**config.mk**
```make
export PLATFORM = sky130hd
export DESIGN_NAME = fifo_read_ctrl
export DESIGN_NICKNAME = d
export VERILOG_FILES = /design/src/rtl/fifo_read_ctrl.sv
export SDC_FILE = /design/constraint.sdc
export NUM_CORES = 1
export LEC_CHECK = 0
export ABC_CLOCK_PERIOD_IN_PS = 3850
export BUFFER_PORTS_ARGS = -buffer_cell sky130_fd_sc_hd__buf_4
export CORE_MARGIN = 5
export CORE_UTILIZATION = 50
export CTS_CLUSTER_DIAMETER = 80
export DETAILED_ROUTE_END_ITERATION = 16
export HOLD_SLACK_MARGIN = 0.02
export PLACE_DENSITY = 0.8
export SLEW_MARGIN = 20
export SYNTH_ARGS = -nofsm -noshare
export SYNTH_HDL_FRONTEND = slang
export SYNTH_SLANG_ARGS = --single-unit
```
**constraint.sdc**
```tcl
create_clock -name i_r_clk -period 3.85 [get_ports i_r_clk]
set_clock_uncertainty 0.2 [all_clocks]
set_input_delay 0.77 -clock i_r_clk [delete_from_list [all_inputs] [get_ports i_r_clk]]
set_output_delay 0.77 -clock i_r_clk [all_outputs]
set_load 0.01 [all_outputs]
```
**src/rtl/fifo_read_ctrl.sv**
```systemverilog
// fifo_read_ctrl: read-domain side of the async FIFO.
// Shares one FIFO read port between two consumers with a round-robin arbiter.
// Owns the binary and Gray read pointers and the empty flag.
// Brings the write-domain Gray pointer across with a two-flop synchroniser.
// Reports a read-side fill estimate and returns registered pop data to the consumer that was granted.
`timescale 1ns/1ps

module fifo_read_ctrl #(
  parameter int ADD_SIZE = 3,
  parameter int DATA_W   = 8
) (
  input  logic              i_r_clk,
  input  logic              i_rst,
  input  logic              i_req0,
  input  logic              i_req1,
  input  logic              i_flush,
  input  logic [ADD_SIZE:0] i_wptr_gray,
  input  logic [DATA_W-1:0] i_r_data,
  output logic              o_r_en,
  output logic [ADD_SIZE:0] o_r_add,
  output logic [ADD_SIZE:0] o_rptr_gray,
  output logic              o_empty,
  output logic [ADD_SIZE:0] o_rd_level,
  output logic              o_gnt0,
  output logic              o_gnt1,
  output logic [DATA_W-1:0] o_dout,
  output logic              o_dvalid0,
  output logic              o_dvalid1
);

  localparam int PW = ADD_SIZE + 1;

  // Gray to binary: each binary bit is the XOR of all Gray bits at and above it.
  function automatic logic [PW-1:0] f_g2b(input logic [PW-1:0] g);
    logic [PW-1:0] b;
    b[PW-1] = g[PW-1];
    for (int i = PW - 2; i >= 0; i--) begin
      b[i] = b[i+1] ^ g[i];
    end
    return b;
  endfunction

  logic [PW-1:0]     r_wq1;
  logic [PW-1:0]     r_wq2;
  logic [PW-1:0]     r_add;
  logic [PW-1:0]     r_rptr_gray;
  logic              r_empty;
  logic [PW-1:0]     r_rd_level;
  logic [DATA_W-1:0] r_dout;
  logic              r_dvalid0;
  logic              r_dvalid1;
  // 1 = consumer 1 was granted last, so consumer 0 wins the next tie.
  logic              r_last_gnt;

  logic              w_gnt0;
  logic              w_gnt1;
  logic              w_r_en;
  logic [PW-1:0]     w_wq2_bin;
  logic [PW-1:0]     w_next_bin;
  logic [PW-1:0]     w_next_gray;

  // Two-flop synchroniser; r_wq1 is the only flop that samples i_wptr_gray.
  always_ff @(posedge i_r_clk) begin
    if (i_rst) begin
      r_wq1 <= '0;
      r_wq2 <= '0;
    end else begin
      r_wq1 <= i_wptr_gray;
      r_wq2 <= r_wq1;
    end
  end

  // Round-robin arbiter. It works only from registered state, and it gives no grant while the FIFO is empty or being flushed.
  always_comb begin
    w_gnt0 = 1'b0;
    w_gnt1 = 1'b0;
    if (!r_empty && !i_flush) begin
      if (i_req0 && i_req1) begin
        if (r_last_gnt) begin
          w_gnt0 = 1'b1;
        end else begin
          w_gnt1 = 1'b1;
        end
      end else if (i_req0) begin
        w_gnt0 = 1'b1;
      end else if (i_req1) begin
        w_gnt1 = 1'b1;
      end
    end
  end

  assign w_r_en = w_gnt0 | w_gnt1;

  // Next read pointer. A flush jumps it to the synchronised write pointer, which discards everything visible so far.
  always_comb begin
    w_wq2_bin = f_g2b(r_wq2);
    if (i_flush) begin
      w_next_bin = w_wq2_bin;
    end else begin
      w_next_bin = r_add + {{ADD_SIZE{1'b0}}, w_r_en};
    end
    w_next_gray = w_next_bin ^ (w_next_bin >> 1);
  end

  // Pointer, empty flag and level registers; they are all computed from the next pointer value.
  always_ff @(posedge i_r_clk) begin
    if (i_rst) begin
      r_add       <= '0;
      r_rptr_gray <= '0;
      r_empty     <= 1'b1;
      r_rd_level  <= '0;
    end else begin
      r_add       <= w_next_bin;
      r_rptr_gray <= w_next_gray;
      r_empty     <= i_flush | (w_next_gray == r_wq2);
      r_rd_level  <= i_flush ? '0 : (w_wq2_bin - w_next_bin);
    end
  end

  // Capture popped data and route the valid strobe to the port that was granted.
  always_ff @(posedge i_r_clk) begin
    if (i_rst) begin
      r_dout     <= '0;
      r_dvalid0  <= 1'b0;
      r_dvalid1  <= 1'b0;
      r_last_gnt <= 1'b1;
    end else begin
      r_dvalid0 <= w_gnt0;
      r_dvalid1 <= w_gnt1;
      if (w_r_en) begin
        r_dout     <= i_r_data;
        r_last_gnt <= w_gnt1;
      end
    end
  end

  assign o_r_en      = w_r_en;
  assign o_gnt0      = w_gnt0;
  assign o_gnt1      = w_gnt1;
  assign o_r_add     = r_add;
  assign o_rptr_gray = r_rptr_gray;
  assign o_empty     = r_empty;
  assign o_rd_level  = r_rd_level;
  assign o_dout      = r_dout;
  assign o_dvalid0   = r_dvalid0;
  assign o_dvalid1   = r_dvalid1;

endmodule
```
==> results.yml <==
floorplanning:
  core.rowCount: 19
  initial_core_util: 0.5259
  boundaryPins: 43
  die-width_microns: 63.86
  dieHeight_microns: 63.86
  die_area_sq_um: 4077
  coreArea_sq_um: 2758
yosys:
  synth_edf_count: 0
  ys_ff_latch: 31
  synth-async-reset-ratio: 0
  postSynthCellCount: 160
  synth_warnings: 0
  ys_seq_area_frac: 0.4280
  syn_nets: 182
  synth_top_area_frac: 0.4280
  yosys.area.top_type: "dfxtp_1"
  netlist_top_cells_area: "dfxtp_1, nor2b_1, nand2_1"
  synth-main-ff-cell: "dfxtp_1"
  synth_area_per_cell_sq_um: 9.063
  synthesis.area_sq_um: 1450
  synth_cell_types: 39
finish:
  final_common_cell: "buf_4"
  final_nets: 223
  drive_gt1_frac: 0.2871
  mostFrequentLayoutCells: "buf_4, dfxtp_1, nand2_1"
  synthToLayoutAreaGrowth_pct: 27.18
  num_antenna_cells: 0
critical_path:
  crit_type: "input pin to flop"
  crit_family: "compound AO/OA/AOI/OAI gates"
  cpPeakStageDelay_ns: 0.47
  crit_buf_inv: 2
  worstPathRequired_ns: 3.91
  end_kind: "flop"
  cp-start-kind: "input pin"
  cpMostUsedCell: "ha_1"
  arrival_ns: 3.32
  path_max_fanout: 22
  crit_path_cell_trace: "buf_4 > nor2_1 > o21ai_2 > clkinv_1 > ha_1 > ha_1 > nor2b_1 > o21bai_1 > or3_1 > a311o_1 > o21ai_1"
  slowest_stage: "ha_1"
detailed_routing:
  drt-total-wl_mm: 3.032
  postRouteAntennaNets: 0
  wire_per_inst_microns: 13.01
  drt_iter0_drc: 56
  first_pass_iters: 4
  dr_total_vias: 1204
  drc_errors: 0
  vias_per_cell: 5.167
worst_hold_path:
  min_path_type: "flop to flop"
sta:
  finalHoldViolations: 0
  fmax_mhz: 307.2
  final_max_slew_viol_count: 0
  hold_slack_ns: 0.2376
  min_period_ns: 3.255
  finalSetupTns_ns: 0
  worst_pin_slew_ns: 0.7585
  relSlewSlack: 0.4907
  rsz0062_at_grt: "no"
  setup_viol: 0
  finalCritPeriodShare: 0.8455
pwr:
  p_leak_nw: 0.8181
  p_int_mw: 0.5601
  pwr-share-clk: 0.351
  p_per_area_nw_per_um2: 408.1
  p_sw_mw: 0.1925
  power_frac_comb: 0.185
  ir_drop_v: 0.0003226
  p_seq_frac: 0.464
  power.share.switching: 0.2558
global_route:
  grt_use_total: 0.1595
  antenna_found_initial: 0
  grt_pass1_vias: 1208
  use_met3: 0.07005
  grt_max_degree: 31
  use_met2: 0.2739
  grt_pass1_wl_mm: 5.230
  grt-ovfl-total: 0
  busiest_layer: "met2"
  met1_usage: 0.1760
clocking:
  h-tree-depth: 2
  cts-resized-gates: 0
  post_cts_buffers: 0
  cts_tree: "yes"
  cts_hold_buf: 0
  clock_latency_ns: 0.32
  cts_max_path_buffers: 2
  cts_root_buffer: "clkbuf_4"
  cts.sinks: 31
  numCtsBuffers: 5
  clk_pin_slew_ns: 0.10
run_status:
  status: "complete, no violations"
placement:
  numPortBuffers: 42
  gp_congestion: 0.8264
  dp_hpwl_mm: 2.243
run:
  cap_violations: 0
kinds of logic after synthesis:
kind of cell / Yosys count / share of synthesized area
AND/OR/NAND/NOR: 61 / 0.2131
flip-flops: 31 / 0.4280
AO/OA/AOI/OAI: 30 / 0.1268
XOR/XNOR: 14 / 0.1001
buffers and inverters: 13 / 0.04744
multiplexers: 6 / 0.04142
adder cells (fa/ha/maj): 5 / 0.04314
layout make-up:
cell class | instances | area [sq um]
Fill cell | 222 | 913.4
Multi-Input combinational cell | 116 | 760.7
Sequential cell | 31 | 620.6
Timing Repair Buffer | 43 | 322.8
Clock buffer | 6 | 51.30
Tap cell | 31 | 38.79
Clock inverter | 2 | 35.03
Inverter | 4 | 15.01
routing by layer:
metal | vias to the layer above | share of wire
li1 | 619 | -
met1 | 554 | 0.42
met2 | 27 | 0.51
met3 | 4 | 0.056
met4 | 0 | 0.0099
met5 | - | 0
path summary, 6_finish.rpt:
| check | startpoint | to | slack, ns | cells after the start |
|---|---|---|---|---|
| max | i_flush | o_empty | 0.59 | 11 |
| min | r_wq1[0] | r_wq2[0] | 0.24 | 1 |
| max reg2reg | o_empty | o_empty | 0.95 | 10 |
| min reg2reg | r_wq1[0] | r_wq2[0] | 0.24 | 1 |
Yosys cell counts, drive strengths merged (2+ instances only):
cell type / n
inv: 3
o21ai: 8
xnor2: 9
nor2b: 14
ha: 5
buf: 5
a21oi: 14
xor2: 5
dfxtp: 31
or3: 2
nand2: 19
nor3: 4
clkbuf: 4
nor2: 14
nand2b: 2
mux2i: 6
flip-flops by register name (all words and copies together), names as in the netlist:
name         cells
r_last_gnt       1
o_r_add          4
r_wq1            4
o_dvalid1        1
o_rptr_gray      3
o_dout           8
r_wq2            4
o_empty          1
o_dvalid0        1
o_rd_level       4
per-stage QoR:
step	setup slack (ns)	util	instance area [sq um]	total power [mW]	std cells
6_report	0.5950	0.6688	1844	0.7526	233
3_3_place_gp	0.3906	0.6375	1758	0.4907	225
3_5_place_dp	0.2732	0.6375	1758	0.4956	225
4_1_cts	0.6182	0.6688	1844	0.7595	233
5_1_grt	0.4149	0.6688	1844	0.8001	233
2_1_floorplan	0.4548	-	1450	0.4454	160
power groups by stage:
stage | combinational (mW) | clock (mW) | sequential (mW)
6_report | 0.139 | 0.264 | 0.349
2_1_floorplan | 0.0851 | 0 | 0.360
5_1_grt | 0.153 | 0.294 | 0.353
4_1_cts | 0.140 | 0.270 | 0.349
3_3_place_gp | 0.134 | 0 | 0.357
3_5_place_dp | 0.139 | 0 | 0.357
No activity file was read; power rests on OpenSTA's default activity.
